--- config.mk ---
export PLATFORM = sky130hd
export DESIGN_NAME = ray_bounce_arbiter_flat
export DESIGN_NICKNAME = d
export VERILOG_FILES = /design/src/rtl/ray_bounce_arbiter_if.sv /design/src/rtl/ray_bounce_arbiter.sv /design/src/flat_wrapper.sv
export SDC_FILE = /design/constraint.sdc
export NUM_CORES = 2
export LEC_CHECK = 0
export ABC_AREA = 0
export CAP_MARGIN = 20
export CORE_AREA = 2 2 689 691
export CTS_BUF_LIST = sky130_fd_sc_hd__clkbuf_16
export DETAILED_ROUTE_END_ITERATION = 16
export DIE_AREA = 0 0 691 693
export HOLD_SLACK_MARGIN = 0.05
export PLACE_DENSITY = 0.61
export SETUP_SLACK_MARGIN = 0.1
export SKIP_LAST_GASP = 1
export SYNTH_ARGS = -nofsm -noshare
export SYNTH_HDL_FRONTEND = slang
export SYNTH_MEMORY_MAX_BITS = 65536
export SYNTH_SLANG_ARGS = --single-unit
--- constraint.sdc ---
create_clock -name clk -period 25.2 [get_ports clk]
set_input_delay 2.52 -clock clk [delete_from_list [all_inputs] [get_ports clk]]
set_output_delay 2.52 -clock clk [all_outputs]
set_load 0.02 [all_outputs]
--- src/rtl/ray_bounce_arbiter_if.sv ---
// Bundle of ray traffic between the arbiter and its neighbours: primary and
// reflection write ports, the issue port towards raster, and status/retire signals.
interface ray_bounce_arbiter_if #(
    parameter int unsigned DATA_W       = 256,
    parameter int unsigned MAX_BOUNCE   = 3,
    parameter int unsigned MAX_INFLIGHT = 8
);
    localparam int unsigned BW = $clog2(MAX_BOUNCE + 1);
    localparam int unsigned IW = $clog2(MAX_INFLIGHT + 1);

    logic              add_input;
    logic [DATA_W-1:0] input_data;
    logic              fifo_full;
    logic              add_ref_input;
    logic [DATA_W-1:0] ref_input_data;
    logic [BW-1:0]     ref_bounce;
    logic              ref_fifo_full;
    logic              output_fifo_full;
    logic              valid;
    logic [DATA_W-1:0] out;
    logic [BW-1:0]     out_bounce;
    logic              retire;
    logic [IW-1:0]     inflight;
    logic              overflow;
    logic              drop;

    // Producer / consumer side (ray generator, shader, raster, frame buffer)
    modport master (
        output add_input, input_data, add_ref_input, ref_input_data, ref_bounce,
        output output_fifo_full, retire,
        input  fifo_full, ref_fifo_full, valid, out, out_bounce, inflight, overflow, drop
    );

    // Arbiter side
    modport slave (
        input  add_input, input_data, add_ref_input, ref_input_data, ref_bounce,
        input  output_fifo_full, retire,
        output fifo_full, ref_fifo_full, valid, out, out_bounce, inflight, overflow, drop
    );
endinterface

--- src/rtl/ray_bounce_arbiter.sv ---
// Ray bounce arbiter: merges fresh primary rays with reflection rays fed back
// from the shader. Feedback normally wins so bounced rays drain first, primary
// admission is capped by an in-flight budget, and a streak counter forces a
// primary grant after STARVE_LIMIT back-to-back feedback issues.
module ray_bounce_arbiter #(
    parameter int unsigned DATA_W       = 256,
    parameter int unsigned DEPTH        = 8,
    parameter int unsigned MAX_BOUNCE   = 3,
    parameter int unsigned MAX_INFLIGHT = 8,
    parameter int unsigned STARVE_LIMIT = 4
) (
    input  logic                       clk,
    input  logic                       reset,
    ray_bounce_arbiter_if.slave        bus
);
    localparam int unsigned BW = $clog2(MAX_BOUNCE + 1);
    localparam int unsigned IW = $clog2(MAX_INFLIGHT + 1);
    localparam int unsigned PW = $clog2(DEPTH);
    localparam int unsigned SW = $clog2(STARVE_LIMIT + 1);

    localparam logic [PW:0]   DEPTH_V   = (PW + 1)'(DEPTH);
    localparam logic [IW-1:0] MAX_INF_V = IW'(MAX_INFLIGHT);
    localparam logic [BW-1:0] MAX_BNC_V = BW'(MAX_BOUNCE);
    localparam logic [SW-1:0] STARVE_V  = SW'(STARVE_LIMIT);

    logic [DATA_W-1:0] pri_mem_q [DEPTH];
    logic [DATA_W-1:0] fb_mem_q  [DEPTH];
    logic [BW-1:0]     fb_bnc_q  [DEPTH];

    logic [PW:0]       pri_wr_q, pri_wr_d, pri_rd_q, pri_rd_d;
    logic [PW:0]       fb_wr_q, fb_wr_d, fb_rd_q, fb_rd_d;
    logic [IW-1:0]     inflight_q, inflight_d;
    logic [SW-1:0]     streak_q, streak_d;
    logic              valid_q, valid_d;
    logic [DATA_W-1:0] out_q, out_d;
    logic [BW-1:0]     out_bounce_q, out_bounce_d;
    logic              overflow_q, overflow_d;
    logic              drop_q, drop_d;

    logic [PW:0] pri_cnt, fb_cnt;
    logic        pri_full, fb_full, pri_empty, fb_empty, pri_elig, ref_legal;
    logic        pri_wr, fb_wr, discard, pri_pick, fb_pick, underflow;
    int          net;

    // Next-state: FIFO pointers, grant decision, in-flight accounting, outputs
    always_comb begin
        pri_cnt   = pri_wr_q - pri_rd_q;
        fb_cnt    = fb_wr_q - fb_rd_q;
        pri_full  = (pri_cnt == DEPTH_V);
        fb_full   = (fb_cnt == DEPTH_V);
        pri_empty = (pri_cnt == '0);
        fb_empty  = (fb_cnt == '0);
        pri_elig  = !pri_empty && (inflight_q < MAX_INF_V);
        ref_legal = (bus.ref_bounce < MAX_BNC_V);

        pri_wr  = bus.add_input && !pri_full;
        fb_wr   = bus.add_ref_input && ref_legal && !fb_full;
        discard = bus.add_ref_input && !ref_legal;

        // Feedback first, except when primary has been starved long enough
        fb_pick  = !bus.output_fifo_full && !fb_empty && !((streak_q == STARVE_V) && pri_elig);
        pri_pick = !bus.output_fifo_full && !fb_pick && pri_elig;

        pri_wr_d = pri_wr_q + (PW + 1)'(pri_wr);
        pri_rd_d = pri_rd_q + (PW + 1)'(pri_pick);
        fb_wr_d  = fb_wr_q + (PW + 1)'(fb_wr);
        fb_rd_d  = fb_rd_q + (PW + 1)'(fb_pick);

        // Net in-flight change folded into one update; clamp at zero
        net       = int'(inflight_q) + int'(pri_pick) - int'(bus.retire) - int'(discard);
        underflow = (net < 0);
        inflight_d = underflow ? '0 : IW'(net);

        streak_d = streak_q;
        if (pri_pick) begin
            streak_d = '0;
        end else if (fb_pick && pri_elig && (streak_q != STARVE_V)) begin
            streak_d = streak_q + SW'(1);
        end

        valid_d      = pri_pick || fb_pick;
        out_d        = out_q;
        out_bounce_d = out_bounce_q;
        if (fb_pick) begin
            out_d        = fb_mem_q[fb_rd_q[PW-1:0]];
            out_bounce_d = fb_bnc_q[fb_rd_q[PW-1:0]];
        end else if (pri_pick) begin
            out_d        = pri_mem_q[pri_rd_q[PW-1:0]];
            out_bounce_d = '0;
        end

        drop_d     = discard;
        overflow_d = overflow_q
                   || (bus.add_input && pri_full)
                   || (bus.add_ref_input && ref_legal && fb_full)
                   || underflow;
    end

    // Control and output registers with synchronous reset
    always_ff @(posedge clk) begin
        if (reset) begin
            pri_wr_q     <= '0;
            pri_rd_q     <= '0;
            fb_wr_q      <= '0;
            fb_rd_q      <= '0;
            inflight_q   <= '0;
            streak_q     <= '0;
            valid_q      <= 1'b0;
            out_q        <= '0;
            out_bounce_q <= '0;
            overflow_q   <= 1'b0;
            drop_q       <= 1'b0;
        end else begin
            pri_wr_q     <= pri_wr_d;
            pri_rd_q     <= pri_rd_d;
            fb_wr_q      <= fb_wr_d;
            fb_rd_q      <= fb_rd_d;
            inflight_q   <= inflight_d;
            streak_q     <= streak_d;
            valid_q      <= valid_d;
            out_q        <= out_d;
            out_bounce_q <= out_bounce_d;
            overflow_q   <= overflow_d;
            drop_q       <= drop_d;
        end
    end

    // FIFO storage; contents need no reset since pointers define occupancy
    always_ff @(posedge clk) begin
        if (!reset && pri_wr) begin
            pri_mem_q[pri_wr_q[PW-1:0]] <= bus.input_data;
        end
        if (!reset && fb_wr) begin
            fb_mem_q[fb_wr_q[PW-1:0]] <= bus.ref_input_data;
            fb_bnc_q[fb_wr_q[PW-1:0]] <= bus.ref_bounce + BW'(1);
        end
    end

    assign bus.fifo_full     = pri_full;
    assign bus.ref_fifo_full = fb_full;
    assign bus.valid         = valid_q;
    assign bus.out           = out_q;
    assign bus.out_bounce    = out_bounce_q;
    assign bus.inflight      = inflight_q;
    assign bus.overflow      = overflow_q;
    assign bus.drop          = drop_q;
endmodule
--- src/flat_wrapper.sv ---
// flat-port wrapper written by rule: the top's interface ports become plain ports
module ray_bounce_arbiter_flat 
#(
    parameter int unsigned DATA_W       = 256,
    parameter int unsigned DEPTH        = 8,
    parameter int unsigned MAX_BOUNCE   = 3,
    parameter int unsigned MAX_INFLIGHT = 8,
    parameter int unsigned STARVE_LIMIT = 4
)
  (clk, reset, bus_add_input, bus_input_data, bus_add_ref_input, bus_ref_input_data, bus_ref_bounce, bus_output_fifo_full, bus_retire, bus_fifo_full, bus_ref_fifo_full, bus_valid, bus_out, bus_out_bounce, bus_inflight, bus_overflow, bus_drop);
  ray_bounce_arbiter_if #(.DATA_W(DATA_W), .MAX_BOUNCE(MAX_BOUNCE), .MAX_INFLIGHT(MAX_INFLIGHT)) bus_i ();
  input  logic clk;
  input  logic reset;
  input wire logic [$bits(bus_i.add_input)-1:0] bus_add_input;
  input wire logic [$bits(bus_i.input_data)-1:0] bus_input_data;
  input wire logic [$bits(bus_i.add_ref_input)-1:0] bus_add_ref_input;
  input wire logic [$bits(bus_i.ref_input_data)-1:0] bus_ref_input_data;
  input wire logic [$bits(bus_i.ref_bounce)-1:0] bus_ref_bounce;
  input wire logic [$bits(bus_i.output_fifo_full)-1:0] bus_output_fifo_full;
  input wire logic [$bits(bus_i.retire)-1:0] bus_retire;
  output wire logic [$bits(bus_i.fifo_full)-1:0] bus_fifo_full;
  output wire logic [$bits(bus_i.ref_fifo_full)-1:0] bus_ref_fifo_full;
  output wire logic [$bits(bus_i.valid)-1:0] bus_valid;
  output wire logic [$bits(bus_i.out)-1:0] bus_out;
  output wire logic [$bits(bus_i.out_bounce)-1:0] bus_out_bounce;
  output wire logic [$bits(bus_i.inflight)-1:0] bus_inflight;
  output wire logic [$bits(bus_i.overflow)-1:0] bus_overflow;
  output wire logic [$bits(bus_i.drop)-1:0] bus_drop;
  assign bus_i.add_input = bus_add_input;
  assign bus_i.input_data = bus_input_data;
  assign bus_i.add_ref_input = bus_add_ref_input;
  assign bus_i.ref_input_data = bus_ref_input_data;
  assign bus_i.ref_bounce = bus_ref_bounce;
  assign bus_i.output_fifo_full = bus_output_fifo_full;
  assign bus_i.retire = bus_retire;
  assign bus_fifo_full = bus_i.fifo_full;
  assign bus_ref_fifo_full = bus_i.ref_fifo_full;
  assign bus_valid = bus_i.valid;
  assign bus_out = bus_i.out;
  assign bus_out_bounce = bus_i.out_bounce;
  assign bus_inflight = bus_i.inflight;
  assign bus_overflow = bus_i.overflow;
  assign bus_drop = bus_i.drop;
  ray_bounce_arbiter #(.DATA_W(DATA_W), .DEPTH(DEPTH), .MAX_BOUNCE(MAX_BOUNCE), .MAX_INFLIGHT(MAX_INFLIGHT), .STARVE_LIMIT(STARVE_LIMIT)) u_core (.clk(clk), .reset(reset), .bus(bus_i));
endmodule
==> qor.csv <==
stage,metric,value,unit
clock_network,clock_tree.root_cell,clkbuf_16,
power,p_leak,60.3,nW
drt,dr.pass1.iters,6,
floorplanning,die_area,0.479,mm²
floorplanning,die_w,691,µm
timing,hold_viol_final,0,
floorplanning,initial_core_util,34.8,%
critical_path,end_kind,primary output,
global_routing,grt_max_degree,118,
timing,finalSetupViolations,0,
logic_synthesis,async_flop_share,0,%
timing,period_share,28.0,%
timing,fin_tns_setup,0,ns
hold_path,min_path_type,flop to flop,
drt,postRouteAntennaNets,0,
drt,wl_per_cell,28.1,µm
drt,drc,0,
timing,rsz0062_at_grt,no,
clock_network,cts.sinks,4396,
timing,finalWorstSetupSlack,18.15,ns
timing,slew_headroom,21.4,%
finish,nNetsFinal,9328,
clock_network,cts_hold_buf,0,
clock_network,cts-resized-gates,0,
timing,skew,0.0803,ns
global_routing,grt_pass1_vias,82904,
logic_synthesis,synth_edf_count,4112,
floorplanning,rows,253,
clock_network,numCtsBuffers,439,
critical_path,critPathMaxStageDelay,0.87,ns
critical_path,critical_path.startpoint_type,flop,
hold_path,hold_depth,1,
power,ir_worst_vdd,0.117,mV
logic_synthesis,syn_nets,8387,
logic_synthesis,yosys_warnings,0,
drt,drt_iter0_drc,8229,
clock_network,insertion_delay,1.03,ns
logic_synthesis,synth_flop_cell,edfxtp_1,
clock_network,clk_path_buf_depth,4,
timing,worst_pin_slew,1.18,ns
run,maxCapViolations,0,
critical_path,crit_buf_inv,2,
place,post-place-ws,17.51,ns
floorplanning,die_h,693,µm
critical_path,crit_required,22.68,ns
logic_synthesis,synth_area,0.164,mm²
critical_path,crit_arrival,4.53,ns
global_routing,grt_usage,17.5,%
finish,final_cell_mix,"4112 x edfxtp_1, 1040 x nand2_1, 1028 x mux4_2",
global_routing,antenna_found_initial,183,
logic_synthesis,ys_seq_area_share,78.6,%
power,power.density,93.3,mW/mm²
finish,final_common_cell,edfxtp_1,
timing,max_freq,142,MHz
critical_path,cpMaxStageDelayCell,clkdlybuf4s50_1,
critical_path,cp_max_fo,49,
clock_network,post_cts_buffers,0,
clock_network,clk_pin_slew,0.06,ns
clock_network,cts_tree,done,
logic_synthesis,synthCells,7846,
finish,areaGrowthSynthToFinish,18.0,%
place,gp_congestion,0.767,
logic_synthesis,avgSynthCellArea,20.9,µm²
global_routing,grt_pass1_wl,614000,µm
logic_synthesis,synth_seq_cells,4396,
critical_path,cpLargestDelayFamily,buffers and inverters,
drt,finalWirelength,435000,µm
drt,via_per_inst,5.31,
critical_path,crit_type,flop to primary output,
drt,num_vias,82158,
place,dp_hpwl,258000,µm
timing,drv_slew,0,
status,outcome,completed,
critical_path,worstPathCellList,inv_2 -> ha_1 -> nand3b_1 -> a21oi_1 -> o21a_1 -> clkdlybuf4s50_1,
critical_path,r2r_cells,12,
place,port_buffers,786,
floorplanning,ios,787,
critical_path,crit_cells,6,
floorplanning,core-area,0.472,mm²
logic_synthesis,ys_types,49,
clock_network,h-tree-depth,5,
global_routing,grt_overflow,0,
timing,min_period,7.05,ns
finish,drive_gt1_share,19.8,%
-- routing by layer --
metal  vias up  wire [µm]  global-route usage [%]  share of wire (%)
met5         -        711                       0               0.16
met4       110      10100                    4.32                2.3
met3       759      30700                    3.49                7.1
met2      3033     213000                    29.1                 49
met1     44015     180000                    23.8                 41
li1      34241          -                       -                  -
-- cells in the mapped netlist (2+ instances only) --
library cell | number | area, µm²
edfxtp_1 | 4112 | 123000
nand2_1 | 1040 | 3900
mux4_2 | 1028 | 23200
nand3_1 | 515 | 2580
dfxtp_1 | 284 | 5690
a32o_1 | 255 | 2550
clkbuf_1 | 235 | 882
buf_2 | 140 | 701
buf_1 | 82 | 308
nor2_1 | 24 | 90.1
ha_1 | 20 | 250
nor2b_1 | 14 | 87.6
a21oi_1 | 12 | 60.1
inv_1 | 11 | 41.3
xnor2_1 | 9 | 78.8
nor3b_1 | 6 | 45.0
buf_4 | 5 | 37.5
xor2_1 | 5 | 43.8
and3b_1 | 4 | 35.0
and3_1 | 3 | 18.8
mux2i_1 | 3 | 30.0
nor3_1 | 3 | 15.0
a211oi_1 | 2 | 15.0
and2_1 | 2 | 12.5
clkinv_1 | 2 | 7.51
inv_2 | 2 | 7.51
nand3b_1 | 2 | 15.0
o21ai_0 | 2 | 10.0
o31ai_1 | 2 | 15.0
or2_2 | 2 | 12.5
or4_1 | 2 | 15.0
-- state kept, by name, indices dropped and copies added, names as in the netlist --
signal	count
u_core.fb_wr_q	4
u_core.bus.out	256
u_core.bus.inflight	4
u_core.bus.out_bounce	2
u_core.pri_rd_q	4
u_core.pri_wr_q	4
u_core.fb_bnc_q	16
u_core.fb_mem_q	2048
u_core.fb_rd_q	4
u_core.bus.drop	1
u_core.bus.valid	1
u_core.bus.overflow	1
u_core.streak_q	3
u_core.pri_mem_q	2048
-- cell type report --
class | count | area, µm²
Inverter | 15 | 78.8
Fill cell | 41137 | 278000
Multi-Input combinational cell | 2972 | 33300
Clock buffer | 439 | 11000
Timing Repair Buffer | 963 | 9370
Clock inverter | 394 | 3030
Tap cell | 6247 | 7820
Sequential cell | 4396 | 129000
Antenna cell | 59 | 148
-- stage by stage --
stage	hold WS (ns)	instance area [µm²]	std cells	power, mW	utilization [%]
global route	0.480	194000	15454	18.7	41.0
detailed placement	0.456	180000	14592	12.0	38.1
finish	0.466	194000	15485	18.1	41.1
global placement	0.452	180000	14592	12.0	38.1
floorplan	0.449	164000	7846	10.8	-
CTS	0.470	194000	15425	18.3	41.0
-- logic make-up after synthesis --
logic type	count (synthesis)	synth area share (%)
simple gates	1622	4.18
mux	1031	14.1
buf+inv	478	1.21
flops	4396	78.6
xor+xnor	14	0.0746
fa+ha+maj	21	0.164
compound gates	284	1.69
-- path summary, 6_finish.rpt --
check,from,to,slack (ns)
setup / recovery,u_core.pri_rd_q[1],bus_fifo_full,18.15
hold / removal,u_core.bus.out[203],u_core.bus.out[203],0.47
setup reg to reg,u_core.pri_rd_q[1],u_core.pri_mem_q[7][215],18.16
hold reg to reg,u_core.bus.out[203],u_core.bus.out[203],0.47
-- worst reg2reg max path, delay by kind of cell (launching register included) --
kind                     cells  cell delay (ns)
adder cells (fa/ha/maj)      1             0.44
AO/OA/AOI/OAI                1             0.18
flip-flops                   1             0.86
AND/OR/NAND/NOR              4             1.15
XOR/XNOR                     1             0.21
buffers and inverters        5             3.68
-- power by group --
group	total (mW)	internal (mW)	leakage, nW	switching, mW
clock network	6.28	3.48	7.28	2.80
registers	8.61	8.38	39.5	0.225
logic	3.21	1.34	13.5	1.87
total	18.1	13.2	60.3	4.89
(Power assumes the default switching activity.)
